===== src/rtl/pc_stack_unit.sv =====
// -----------------------------------------------------------------------------
// pc_stack_unit
//   Program counter with a circular hardware return stack. Sits between the
//   decoder (op/page/target) and instruction memory (pc). State advances only
//   on clock edges where the one-cycle step strobe is high.
//
//   Ops: 0 HOLD, 1 INC, 2 SKIP (+2), 3 JUMP, 4 CALL, 5 RET, 6 LOAD, 7 INC.
//
//   Optional feature macro: STACK_OVF_TRAP_EN
//     undefined : CALL while full overwrites the oldest entry;
//                 RET while empty pops a stale entry with pointer wrap.
//     defined   : both faults leave the stack untouched and load TRAP_VECTOR.
//
// Ports
//   clk         in   system clock, rising edge
//   reset       in   asynchronous active-high reset
//   step        in   advance strobe
//   op          in   3-bit operation code
//   target      in   JUMP_W-bit low bits of a new PC
//   page        in   upper PC bits for JUMP/CALL/LOAD (1-bit tie-off when
//                    JUMP_W == PC_W; ignored in that case)
//   clear_flags in   synchronous clear of the ovf/unf sticky flags
//   pc          out  registered program counter
//   depth       out  number of valid stack entries
//   stack_full  out  depth == DEPTH (registered)
//   stack_empty out  depth == 0 (registered)
//   ovf         out  sticky: push attempted while full
//   unf         out  sticky: pop attempted while empty
// -----------------------------------------------------------------------------
module pc_stack_unit #(
  parameter int PC_W         = 13,
  parameter int JUMP_W       = 11,
  parameter int DEPTH        = 8,
  parameter int RESET_VECTOR = 0,
  parameter int TRAP_VECTOR  = 4,
  localparam int PG_W        = PC_W - JUMP_W,
  localparam int PG_PW       = (PG_W > 0) ? PG_W : 1,
  localparam int DEPTH_W     = $clog2(DEPTH + 1)
) (
  input  logic               clk,
  input  logic               reset,
  input  logic               step,
  input  logic [2:0]         op,
  input  logic [JUMP_W-1:0]  target,
  input  logic [PG_PW-1:0]   page,
  input  logic               clear_flags,
  output logic [PC_W-1:0]    pc,
  output logic [DEPTH_W-1:0] depth,
  output logic               stack_full,
  output logic               stack_empty,
  output logic               ovf,
  output logic               unf
);

  localparam int PTR_W = (DEPTH > 1) ? $clog2(DEPTH) : 1;

  localparam logic [2:0] OP_HOLD = 3'd0;
  localparam logic [2:0] OP_INC  = 3'd1;
  localparam logic [2:0] OP_SKIP = 3'd2;
  localparam logic [2:0] OP_JUMP = 3'd3;
  localparam logic [2:0] OP_CALL = 3'd4;
  localparam logic [2:0] OP_RET  = 3'd5;
  localparam logic [2:0] OP_LOAD = 3'd6;
  localparam logic [2:0] OP_INC7 = 3'd7;

  localparam logic [PC_W-1:0]    PC_ONE     = PC_W'(1);
  localparam logic [PC_W-1:0]    PC_TWO     = PC_W'(2);
  localparam logic [PC_W-1:0]    PC_RESET   = PC_W'(RESET_VECTOR);
  localparam logic [PC_W-1:0]    PC_TRAP    = PC_W'(TRAP_VECTOR);
  localparam logic [DEPTH_W-1:0] DEPTH_ONE  = DEPTH_W'(1);
  localparam logic [DEPTH_W-1:0] DEPTH_ZERO = DEPTH_W'(0);
  localparam logic [DEPTH_W-1:0] DEPTH_MAX  = DEPTH_W'(DEPTH);
  localparam logic [PTR_W-1:0]   PTR_ZERO   = PTR_W'(0);
  localparam logic [PTR_W-1:0]   PTR_ONE    = PTR_W'(1);
  localparam logic [PTR_W-1:0]   PTR_LAST   = PTR_W'(DEPTH - 1);

  // Registered state
  logic [PC_W-1:0]    pc_r;
  logic [PTR_W-1:0]   top_r;
  logic [DEPTH_W-1:0] depth_r;
  logic               full_r;
  logic               empty_r;
  logic               ovf_r;
  logic               unf_r;

  // Return-stack storage; contents are don't-care after reset
  logic [PC_W-1:0]    stack_mem_r [DEPTH];

  // Next-state and control
  logic [PC_W-1:0]    pc_nxt_s;
  logic [PTR_W-1:0]   top_nxt_s;
  logic [DEPTH_W-1:0] depth_nxt_s;
  logic               ovf_nxt_s;
  logic               unf_nxt_s;
  logic               set_ovf_s;
  logic               set_unf_s;
  logic               push_s;
  logic [PC_W-1:0]    push_data_s;
  logic [PTR_W-1:0]   ptr_inc_s;
  logic [PTR_W-1:0]   ptr_dec_s;
  logic [PC_W-1:0]    jump_pc_s;
  logic               is_full_s;
  logic               is_empty_s;

  // Circular pointer neighbours and the {page,target} jump address
  always_comb begin
    ptr_inc_s  = (top_r == PTR_LAST) ? PTR_ZERO : (top_r + PTR_ONE);
    ptr_dec_s  = (top_r == PTR_ZERO) ? PTR_LAST : (top_r - PTR_ONE);
    // With JUMP_W == PC_W the shift pushes the page tie-off entirely out
    jump_pc_s  = (PC_W'(page) << JUMP_W) | PC_W'(target);
    is_full_s  = (depth_r == DEPTH_MAX);
    is_empty_s = (depth_r == DEPTH_ZERO);
  end

  // Operation decode: next pc, stack pointer/depth, push request, flag sets
  always_comb begin
    pc_nxt_s    = pc_r;
    top_nxt_s   = top_r;
    depth_nxt_s = depth_r;
    push_s      = 1'b0;
    push_data_s = pc_r + PC_ONE;
    set_ovf_s   = 1'b0;
    set_unf_s   = 1'b0;
    if (step) begin
      case (op)
        OP_HOLD: pc_nxt_s = pc_r;
        OP_INC,
        OP_INC7: pc_nxt_s = pc_r + PC_ONE;
        OP_SKIP: pc_nxt_s = pc_r + PC_TWO;
        OP_JUMP,
        OP_LOAD: pc_nxt_s = jump_pc_s;
        OP_CALL: begin
          if (is_full_s) begin
            set_ovf_s = 1'b1;
`ifdef STACK_OVF_TRAP_EN
            pc_nxt_s  = PC_TRAP;
`else
            // Overwrite the oldest entry; depth stays saturated
            push_s    = 1'b1;
            top_nxt_s = ptr_inc_s;
            pc_nxt_s  = jump_pc_s;
`endif
          end else begin
            push_s      = 1'b1;
            top_nxt_s   = ptr_inc_s;
            depth_nxt_s = depth_r + DEPTH_ONE;
            pc_nxt_s    = jump_pc_s;
          end
        end
        OP_RET: begin
          if (is_empty_s) begin
            set_unf_s = 1'b1;
`ifdef STACK_OVF_TRAP_EN
            pc_nxt_s  = PC_TRAP;
`else
            // Stale pop: pointer wraps, depth stays at zero
            top_nxt_s = ptr_dec_s;
            pc_nxt_s  = stack_mem_r[ptr_dec_s];
`endif
          end else begin
            top_nxt_s   = ptr_dec_s;
            depth_nxt_s = depth_r - DEPTH_ONE;
            pc_nxt_s    = stack_mem_r[ptr_dec_s];
          end
        end
        default: pc_nxt_s = pc_r;
      endcase
    end else begin
      pc_nxt_s = pc_r;
    end
    // Sticky flags: a set on this edge wins over clear_flags
    ovf_nxt_s = set_ovf_s | (ovf_r & ~clear_flags);
    unf_nxt_s = set_unf_s | (unf_r & ~clear_flags);
  end

  // Control and status registers with asynchronous reset
  always_ff @(posedge clk or posedge reset) begin
    if (reset) begin
      pc_r    <= PC_RESET;
      top_r   <= PTR_ZERO;
      depth_r <= DEPTH_ZERO;
      full_r  <= 1'b0;
      empty_r <= 1'b1;
      ovf_r   <= 1'b0;
      unf_r   <= 1'b0;
    end else begin
      pc_r    <= pc_nxt_s;
      top_r   <= top_nxt_s;
      depth_r <= depth_nxt_s;
      full_r  <= (depth_nxt_s == DEPTH_MAX);
      empty_r <= (depth_nxt_s == DEPTH_ZERO);
      ovf_r   <= ovf_nxt_s;
      unf_r   <= unf_nxt_s;
    end
  end

  // Stack RAM write port; no reset on storage
  always_ff @(posedge clk) begin
    if (push_s && !reset) begin
      stack_mem_r[top_r] <= push_data_s;
    end
  end

  assign pc          = pc_r;
  assign depth       = depth_r;
  assign stack_full  = full_r;
  assign stack_empty = empty_r;
  assign ovf         = ovf_r;
  assign unf         = unf_r;

endmodule


===== config.mk =====
export PLATFORM = sky130hd
export DESIGN_NAME = pc_stack_unit
export DESIGN_NICKNAME = d
export VERILOG_FILES = /design/src/rtl/pc_stack_unit.sv
export SDC_FILE = /design/constraint.sdc
export NUM_CORES = 1
export LEC_CHECK = 0
export ABC_AREA = 1
export BUFFER_PORTS_ARGS = -buffer_cell sky130_fd_sc_hd__buf_2
export CAP_MARGIN = 10
export CORE_MARGIN = 4
export CORE_UTILIZATION = 45
export DETAILED_ROUTE_END_ITERATION = 6
export PLACE_DENSITY = 0.63
export SLEW_MARGIN = 20
export SYNTH_ARGS = -nofsm -noshare
export SYNTH_HDL_FRONTEND = slang
export SYNTH_SLANG_ARGS = --single-unit

===== constraint.sdc =====
create_clock -name clk -period 3.2 [get_ports clk]
set_input_delay 0.32 -clock clk [delete_from_list [all_inputs] [get_ports clk]]
set_output_delay 0.32 -clock clk [all_outputs]
set_load 0.05 [all_outputs]

Word level (Yosys, flattened, before mapping)
Memory sizes are Yosys's and may differ from the RTL's.
Index checks and enable logic that the tools add are counted.
{ "totals": {"register_bits": 24, "ram_bits": 104, "output_inout_bits": 21, "wordCells": 60, "n_memories": 1} }
{ "memory_table": {"columns": ["memory", "words", "width", "rd", "rd_clocked_by_memory_dff", "wr", "line", "text"], "rows": [
  ["stack_mem_r", 8, 13, 1, 0, 1, "87", "logic [PC_W-1:0] stack_mem_r [DEPTH];"]
]} }
{ "op_classes": {"addsub": 6, "n_eq_ne": 10, "n_mux": 18, "bitwise_logic": 7, "n_reduce_logical": 11} }
{ "ops": {"columns": ["operator", "n"], "rows": [
  ["13-bit case mux with 4 select lines", 1],
  ["3-bit equality test, second input constant", 5],
  ["13-bit by 1-bit adder with 13-bit output, second input constant", 1],
  ["13-bit by 2-bit adder with 13-bit output, second input constant", 1],
  ["13-bit by 11-bit OR with 13-bit output", 1],
  ["4-bit 2-to-1 mux", 3],
  ["1-bit 2-to-1 mux", 10],
  ["4-bit equality test, second input constant", 2],
  ["4-bit zero test", 2],
  ["4-bit case mux with 2 select lines", 1],
  ["3-bit by 2-bit equality test with 1-bit output, second input constant", 2],
  ["3-bit zero test", 2],
  ["3-bit 2-to-1 mux", 2],
  ["3-bit case mux with 2 select lines", 1],
  ["4-bit by 1-bit adder with 4-bit output, second input constant", 1],
  ["2-bit AND reduction", 2],
  ["4-bit by 1-bit subtractor with 4-bit output, second input constant", 1],
  ["3-bit by 1-bit adder with 3-bit output, second input constant", 1],
  ["3-bit by 1-bit equality test with 1-bit output, second input constant", 1],
  ["3-bit OR reduction", 1],
  ["3-bit by 1-bit subtractor with 3-bit output, second input constant", 1],
  ["1-bit bitwise AND", 2],
  ["1-bit NOT", 2],
  ["1-bit OR", 2],
  ["other kinds (4)", 4]
]} }

Longest topological paths before layout
Gate-level depths: netlist (run 1).
{ "depth": {"word_depth": 6, "depth_mapped": 15, "depth_no_buf": 13} }

Worst setup path before layout (run 1)
OpenSTA, ideal clock, no wires.
{ "synth_timing": {"path_type": "input to register", "startpoint": "input op[1]", "endpoint": "memory stack_mem_r[1][0] (enable)", "arrival_time_ns": 1.957, "t_required_ns": 2.800, "slack_ns": 0.843, "cell_stages": 7, "path_buffers": 0, "cell_sequence": "inv_2 -> nand3_1 -> nor2_1 -> inv_1 -> nor2_1 -> nand2_1 -> nor3_1"} }
{ "synth_via": {"elab_chain_len": 6} }
{ "synth_lines": {"columns": ["item", "line", "text"], "rows": [
  ["start, declared", "43", "input logic [2:0] op,"],
  ["3-bit equality test", "125", "case (op)"],
  ["1-bit 2-to-1 mux", "125", null],
  ["1-bit 2-to-1 mux", "124", "if (step) begin"],
  ["1-bit logical AND", "199", "if (push_s && !reset) begin"],
  ["1-bit 2-to-1 mux", "199", null],
  ["1-bit 2-to-1 mux (not written as such)", "200", "stack_mem_r[top_r] <= push_data_s;"],
  ["end, declared", "87", null]
]} }
No other way between the ends.

Final worst setup path (run 1)
{ "layout_timing": {"startpoint": "register top_r[1]", "endpoint": "register pc_r[10], in the netlist pc[10]"} }
{ "layout_via": {"elab_chain_len": 4, "elab_cells_between_ends": 5} }
{ "layout_lines": {"columns": ["item", "line", "text"], "rows": [
  ["start, declared", "79", "logic [PTR_W-1:0] top_r;"],
  ["start signal, assigned", "188", "top_r <= top_nxt_s;"],
  ["3-bit by 1-bit subtractor with 3-bit output or 3-bit zero test (tied branches)", "108", "ptr_dec_s = (top_r == PTR_ZERO) ? PTR_LAST : (top_r - PTR_ONE);"],
  ["3-bit 2-to-1 mux *", "108", null],
  ["memory read 8 x 13 bit *", null, null],
  ["13-bit case mux with 4 select lines *", "125", null],
  ["end signal, assigned", "187", "pc_r <= pc_nxt_s;"],
  ["end, declared", "78", "logic [PC_W-1:0] pc_r;"]
]} }
Every way passes the cells marked *; elsewhere a longest branch is shown, timed or not.
A chain may end at the register's enable or synchronous reset.

==> implementation parameters, run 1 <==
Parameter                              Value

Final layout
  Layout overhead on the synthesized area    15.6%
  Proportion of layout cells with a drive suffix above 1    0.123
  Inserted Diodes    0
  Combined area of the multi-input logic cells    roughly 2200 um^2
  Reg area    ~3700 um^2
  Utilization after layout    0.533
  Layout fillers    around 1300
  Finished layout cell area    about 7400 um^2
  Final cell count without fillers    between 900 and 1000
  Number of nets in the layout    around 810

Pwr
  Total power divided by cell area    781 nW/um^2
  Total power consumption of the routed design    roughly 5.8 mW
  Worst vdd ir    between 0.4 and 0.5 mV
  Pleak    3.32 nW

Timing
  Final critical-path share of the clock period    0.804
  Finish-stage setup viols    0
  Relative slew margins    0.492
  Final Critical Period    2570 ps
  Number of hold violations in the final report    8
  Highest achievable clock rate    about 0.39 GHz
  Final hold slack    -6.77 ps
  Max Transition Viols Final    0
  Total negative setup slack    0 ps
  Setup repair after global routing missed its margin    no
  Tightest Pin Transition    759 ps
  Final Skew    7.00 ps

Clock tree
  CTS Hold Buffers Added    0
  Source-to-sink clock delay at the later pin of the worst-skew pair    approximately 420 ps
  Buffers inserted during post-CTS setup optimization    0
  Number of clock sinks    128
  TritonCTS clock tree    yes
  Number of buffers between clock root and the deepest sink    2
  # resized after CTS    0
  Clock transition at the register clock pins on the worst setup and hold paths after CTS    approximately 60 ps
  H-tree depth    4
  Root buffer cell    sky130_fd_sc_hd__clkbuf_16
  Total CTS buffers    17

Critical path
  Required time of the critical path    between 3000 and 4000 ps
  Kind of capture point of the worst setup path    flop
  Largest fanout on the critical path    25
  Setup Crit Path Kind    flop to flop
  Type of element launching the critical path    flop
  Worst path arrival time    2880 ps

Logic synthesis
  Avg Synthesized Cell Area    ~9 um^2
  Seq/Total Area, Yosys    0.582
  Distinct cell type count of the synthesized netlist    29
  Synthesized instance count    ~730
  Cell area after synthesis    around 6400 um^2
  Warnings, synthesis    0
  Mapped Nets    about 760
  Seq cells post-synth    128

Hold path
  Hold/Removal Path Class    input port to asynchronous set/reset pin

Place
  DP Area    between 6000 and 7000 um^2
  Cell total after placement    approximately 940
  Final HPWL from detailed placement    ~11000 um
  Final RePlAce weighted congestion    about 0.94
  I/O Buffers    40

Die
  Total number of placement rows    43
  Die Span X    between 100 and 150 um
  Floorplan die area    16200 um^2
  Die boundary height    ~130 um
  Number of top-level pins    41
  Initial core utilization    0.461
  Area inside the core boundary    approximately 14000 um^2

Job
  Reported max-cap violation count    0

Drt
  DR DRC count    0
  Violation count after the first detailed-routing iteration    slightly below 500
  Number of vias per cell    between 5 and 6
  First drt pass iteration count    5
  Via Count    5167
  Average detailed-routed wire length per instance    roughly 17 um
  Final wirelength    approximately 17000 um
  Number of routed nets with antenna violations    0

GRT
  Number of global-route vias before repair    5068
  First-pass GRT wire length    26300 um
  Maximum number of pins on one net before global-route repair    32
  Number of antenna violations at the first check in global routing    0
  GRT Residual Overflow    0
  GRT Resource Usage Total    0.213

Run status
  Run status    finished, violations left
  Failing checks    hold timing
-- layout by cell type (no fill, tap or decap), drive strengths merged, types with 3 or more instances in the layout --
cell type    n
dfrtp       23
nand3      105
o21ai       30
a21oi       15
clkbuf      21
buf         60
nand4        6
xnor2        3
inv        104
ha           8
clkinv      11
nor3         6
nor2        59
and2         3
xor2         4
nand2      221
o211ai       6
edfxtp     104
-- sequential cells by signal (all words and copies together), names as in the netlist --
| signal | cells |
|---|---|
| depth | 4 |
| ovf | 1 |
| pc | 13 |
| stack_empty | 1 |
| stack_full | 1 |
| stack_mem_r | 104 |
| top_r | 3 |
| unf | 1 |
-- power by group --
group / total [mW] / internal (mW) / switching [mW]
clock network: 1.71 / 1.04 / 0.671
logic: 1.91 / 0.531 / 1.38
registers: 2.15 / 2.00 / 0.152
-- stage by stage --
step | hold slack (ps) | worst slack (ps)
CTS | 81.4 | 621
floorplan | 334 | 843
detailed placement | 513 | 630
finish | -6.77 | 628
global placement | 508 | 742
global route | 24.4 | 345
-- layout make-up --
type / count / share of cell area
Timing Repair Buffer: 60 / 0.0491
Clock buffer: 21 / 0.0595
Tap cell: 180 / 0.0304
Inverter: 105 / 0.0533
Multi-Input combinational cell: 471 / 0.294
Clock inverter: 11 / 0.00981
Sequential cell: 128 / 0.504
-- worst paths after layout --
check | from | end | slack (ps) | depth (start not counted)
setup / recovery | top_r[1] | pc[10] | 630 | 14
max in group asynchronous | reset | pc[0] | 2790 | 2
hold reg to reg | unf | unf | 520 | 2
hold / removal | reset | top_r[2] | -7 | 2
setup reg to reg | top_r[1] | pc[10] | 630 | 14
min in group clk | clear_flags | ovf | 100 | 2
-- metal layers --
metal	vias to the layer above	wire length, um	track usage
met5	-	0	0
met1	2443	7240	0.278
met3	32	1080	0.0418
li1	2499	-	-
met4	0	378	0.0864
met2	193	8130	0.352
-- synth_stat cells, drive strengths merged --
master  count  area share
xnor2       3      0.0041
dfstp       1      0.0041
edfxtp    104        0.49
nor3b       1      0.0012
nor2       59       0.035
ha          8       0.016
nand2     221        0.13
o211ai      6      0.0070
clkinv      1     0.00059
nor3        6      0.0047
buf        16       0.014
nand3b      2      0.0023
xor2        4      0.0055
nand4       6      0.0059
and2        3      0.0029
a21oi      15       0.013
clkbuf      8      0.0047
nand3     105       0.083
inv       104       0.061
o22ai       2      0.0020
o21ai      30       0.024
dfrtp      23       0.090
-- cells by family after synthesis --
logic type	count (synthesis)	share of synthesized area
compound gates	53	0.0466
fa+ha+maj	8	0.0157
flops	128	0.582
xor+xnor	7	0.00959
simple gates	403	0.265
buf+inv	129	0.0808
-- critical path: stages, from the launching register on --
cell and delay (ps):
sky130_fd_sc_hd__dfrtp_1 440, sky130_fd_sc_hd__inv_1 150, sky130_fd_sc_hd__ha_1 210, sky130_fd_sc_hd__ha_1 220
sky130_fd_sc_hd__inv_2 230, sky130_fd_sc_hd__nand2_2 330, sky130_fd_sc_hd__buf_4 320, sky130_fd_sc_hd__nand2_1 80
sky130_fd_sc_hd__nand3_1 60, sky130_fd_sc_hd__nand2_1 80, sky130_fd_sc_hd__nor2_1 50, sky130_fd_sc_hd__nor2_1 130
sky130_fd_sc_hd__nand2_1 60, sky130_fd_sc_hd__nand2_1 50, sky130_fd_sc_hd__nand2_1 40
Note: power is estimated with default switching activity, not from simulation.
==> run 2, diff against run 1 <==
--- a/config.mk
+++ b/config.mk
@@ -5,13 +5,13 @@
 export SDC_FILE = /design/constraint.sdc
 export NUM_CORES = 1
 export LEC_CHECK = 0
-export ABC_AREA = 1
+export ABC_AREA = 0
 export BUFFER_PORTS_ARGS = -buffer_cell sky130_fd_sc_hd__buf_2
 export CAP_MARGIN = 10
 export CORE_MARGIN = 4
 export CORE_UTILIZATION = 45
 export DETAILED_ROUTE_END_ITERATION = 6
-export PLACE_DENSITY = 0.63
+export PLACE_DENSITY = 0.66
 export SLEW_MARGIN = 20
 export SYNTH_ARGS = -nofsm -noshare
 export SYNTH_HDL_FRONTEND = slang
==> constraint.sdc (replaced) <==
create_clock -name clk -period 2.2 [get_ports clk]
set_input_delay 0.22 -clock clk [delete_from_list [all_inputs] [get_ports clk]]
set_output_delay 0.22 -clock clk [all_outputs]
set_load 0.05 [all_outputs]
==> run 2 against run 1 <==
  * Non-clock buffer count up 43
  * Worst setup slack worse by 660 ps
  * Count of clock-buffer cells in the layout is 4 lower
  * Sequential cell count is the same
  * Total power is 66% higher
  * Critical path type unchanged
  * Largest cell class unchanged
  * The run ends with setup timing left
  * Combinational power grew 92%
  * Synthesized cell count fell by 35%
  * Core utilization rose by 4.1 points
  * Highest routed layer unchanged
==> implementation parameters, run 2 <==
Parameter                              Value

Clock tree
  Clock transition at the register clock pins on the worst setup and hold paths after CTS    60 ps (about the same)
  Number of buffers between clock root and the deepest sink    2 (unchanged)
  Number of clock sinks    128 (unchanged)
  Total CTS buffers    17 (unchanged)
  TritonCTS clock tree    yes
  H-tree depth    4 (unchanged)
  Root buffer cell    sky130_fd_sc_hd__clkbuf_16
  Source-to-sink clock delay at the later pin of the worst-skew pair    410 ps (about the same)

Drt
  Average detailed-routed wire length per instance    21.0 um (+22%)
  Number of vias per cell    5.94 (+12%)
  First drt pass iteration count    5 (unchanged)
  Via Count    4471 (-13%)
  DR DRC count    0 (unchanged)
  Number of routed nets with antenna violations    0 (unchanged)
  Violation count after the first detailed-routing iteration    530 (+7.3%)
  Final wirelength    15800 um (-6.0%)

Place
  Final RePlAce weighted congestion    0.910 (-3.0%)
  Cell total after placement    713 (-24%)
  DP Area    6880 um^2 (about the same)
  I/O Buffers    40 (unchanged)
  Final HPWL from detailed placement    10700 um (-5.3%)

Critical path
  Worst path arrival time    2520 ps (-360 ps)
  Required time of the critical path    2490 ps (-1020 ps)
  Most common cell type on the critical path    sky130_fd_sc_hd__ha_4
  Largest stage delay on the critical path    500 ps (+60 ps)
  Largest fanout on the critical path    6 (-76%)
  Kind of capture point of the worst setup path    flop
  List of cells traversed by the critical path    inv_2, ha_4, ha_4, nor2b_4, buf_6, mux4_2, nand2_2, a41oi_2, a221o_1
  Slowest cell on the critical path    sky130_fd_sc_hd__mux4_2
  Setup Crit Path Kind    flop to flop
  Reg2reg path depth    9 (-5)
  Type of element launching the critical path    flop

Timing
  Final Worst Setup Slack    -30.2 ps (-658 ps)
  Setup repair after global routing missed its margin    yes
  Final hold slack    166 ps (+172 ps)
  Max Transition Viols Final    0 (unchanged)
  Final Critical Period    2230 ps (-342 ps)
  Finish-stage setup viols    3 (+3)
  Highest achievable clock rate    0.448 GHz (+15%)
  Final critical-path share of the clock period    1.01 (+0.210)
  Tightest Pin Transition    662 ps (-96.9 ps)
  Final Skew    8.11 ps (+1.11 ps)
  Relative slew margins    0.555 (+0.0625)
  Number of hold violations in the final report    0 (-8)

Logic synthesis
  Cell type with the highest aggregate area in the netlist    sky130_fd_sc_hd__edfxtp_1
  Distinct cell type count of the synthesized netlist    61 (+110%)
  Seq cells post-synth    128 (unchanged)
  Cell types with the largest area share after synthesis    sky130_fd_sc_hd__edfxtp_1, sky130_fd_sc_hd__dfrtp_1, sky130_fd_sc_hd__mux4_2, sky130_fd_sc_hd__mux4_1, sky130_fd_sc_hd__nand2_1
  Mapped Nets    500 (-34%)
  Number of synthesized flops with an enable pin    104 (unchanged)
  Proportion of synthesized flip-flops having asynchronous set or reset    0.188 (unchanged)
  Cell area after synthesis    6170 um^2 (-3.5%)
  Most common library cells after synthesis    sky130_fd_sc_hd__edfxtp_1, sky130_fd_sc_hd__nand2_1, sky130_fd_sc_hd__a21oi_1, sky130_fd_sc_hd__nor2_1, sky130_fd_sc_hd__dfrtp_1
  Avg Synthesized Cell Area    13.1 um^2 (+49%)
  Warnings, synthesis    0 (unchanged)
  Most common cell in the synthesized netlist    sky130_fd_sc_hd__edfxtp_1
  Proportion of netlist area held by the largest area contributor    0.506 (+0.0176)
  Seq/Total Area, Yosys    0.603 (+0.0210)
  Most instantiated flip-flop cell in the synthesis netlist    sky130_fd_sc_hd__edfxtp_1
  Synthesized instance count    472 (-35%)

Pwr
  Worst vdd ir    0.691 mV (+42%)
  Total power consumption of the routed design    9.60 mW (+66%)
  Pleak    2.81 nW (-15%)
  Total power divided by cell area    1250 nW/um^2 (+61%)

Job
  Reported max-cap violation count    0 (unchanged)

Final layout
  Inserted Diodes    0 (unchanged)
  Final cell count without fillers    753 (-23%)
  Largest register FFs    104 (unchanged)
  Most frequent standard cell in the layout excluding fill and tap cells    sky130_fd_sc_hd__edfxtp_1
  Register ranked first by flip-flop count    stack_mem_r
  Number of nets in the layout    592 (-27%)
  Utilization after layout    0.574 (+0.0412)
  Layout overhead on the synthesized area    24.1%
  Proportion of layout cells with a drive suffix above 1    0.312 (+0.189)
  Finished layout cell area    7660 um^2 (+3.6%)
  Leading cell types in the layout, fill and taps excluded    sky130_fd_sc_hd__edfxtp_1, sky130_fd_sc_hd__buf_4, sky130_fd_sc_hd__nand2_1, sky130_fd_sc_hd__buf_2, sky130_fd_sc_hd__nor2_1

GRT
  First-pass GRT wire length    24400 um (-7.0%)
  GRT Resource Usage Total    0.203 (-0.0103)
  GRT Residual Overflow    0 (unchanged)
  Maximum number of pins on one net before global-route repair    22 (-31%)
  Number of global-route vias before repair    4402 (-13%)
  Number of antenna violations at the first check in global routing    0 (unchanged)

Die
  Area inside the core boundary    13300 um^2 (-3.8%)
  Die Span X    125 um (-1.6%)
  Total number of placement rows    42 (-2.3%)
  Die boundary height    125 um (-1.6%)
  Number of top-level pins    41 (unchanged)
  Initial core utilization    0.463 (+0.00172)
  Floorplan die area    15700 um^2 (-3.3%)

Hold path
  Number of cells traversed by the worst hold path    2
  Hold/Removal Path Class    input port to flop

Run status
  Failing checks    setup timing
  Run status    finished, violations left
## run 2: cell types whose count changed after synthesis, moves of 7 or more
| cell | previous run | this run |
|---|---|---|
| sky130_fd_sc_hd__a21oi_1 | 14 | 27 |
| sky130_fd_sc_hd__mux2i_1 | 0 | 9 |
| sky130_fd_sc_hd__nor3_1 | 6 | 15 |
| sky130_fd_sc_hd__nand2_1 | 221 | 44 |
| sky130_fd_sc_hd__nand3_1 | 104 | 10 |
| sky130_fd_sc_hd__inv_1 | 100 | 13 |
| sky130_fd_sc_hd__o21ai_0 | 27 | 20 |
| sky130_fd_sc_hd__nor2_1 | 57 | 27 |
| sky130_fd_sc_hd__mux4_2 | 0 | 12 |
| sky130_fd_sc_hd__mux4_1 | 0 | 8 |
## run 2: what timing repair did
| item | in CTS | in global routing |
|---|---|---|
| setup buffers | 6 | 0 |
| pin swaps | 7 | 10 |
| cloned | 1 | 0 |
| hold buffers | 2 | 0 |
| gates resized for setup | 15 | 13 |
| setup endpoints to repair | 8 | 29 |
| hold endpoints to repair | 9 | 0 |
## run 2: cell type report
type                    instances  area (um^2)
clock buffers                  17          425
inverters                      13         48.8
flip-flops and latches        128         3720
repair buffers                103          732
multi-input cells             301         2350
fillers                      1044         5690
clock inverters                15          160
well taps                     176          220
## run 2: path summary, 6_finish.rpt
kind                          start  endpoint  slack [ps]
max                        top_r[0]     pc[6]         -30
min reg2reg                     unf       unf         510
min in group asynchronous     reset  top_r[2]         340
max in group asynchronous     reset     pc[5]        1270
max reg2reg                top_r[0]     pc[6]         -30
min                            step     pc[2]         170
## run 2: report_power, final
| part | switching, mW | total [mW] | internal [mW] | leakage [nW] |
|---|---|---|---|---|
| sequential | 0.212 | 3.19 | 2.98 | 1.21 |
| combinational | 2.10 | 3.66 | 1.56 | 1.32 |
| clock | 1.06 | 2.75 | 1.68 | 0.282 |
## run 2: metrics by stage
step	setup WS, ps	TNS [ps]
final	-30.2	-72.0
after global routing	-89.5	-537
after CTS	-26.5	-34.7
after detailed placement	-76.9	-278
after global placement	-8.23	-8.23
after floorplan	-1.11	-1.11
## run 2: per-layer routing
metal | GRT usage | routed length [um] | vias to the layer above
li1 | - | - | 2011
met1 | 0.263 | 6500 | 2237
met2 | 0.338 | 7690 | 192
met3 | 0.0448 | 1250 | 31
met4 | 0.0746 | 375 | 0
met5 | 0 | 0 | -
## run 2: critical path, delay by kind of cell, from the launching register on
family	cells	cell delay [ps]
flops	1	370
simple gates	2	280
compound gates	2	400
mux	1	500
fa+ha+maj	2	320
buf+inv	2	240
## run 2: logic make-up (layout without fill, tap and decap cells)
group | count (synthesis) | count (layout) | share of synthesized area
fa+ha+maj | 8 | 8 | 0.0162
compound gates | 104 | 104 | 0.111
xor+xnor | 19 | 19 | 0.0270
flops | 128 | 128 | 0.603
mux | 34 | 34 | 0.102
buf+inv | 43 | 148 | 0.0316
simple gates | 136 | 136 | 0.109
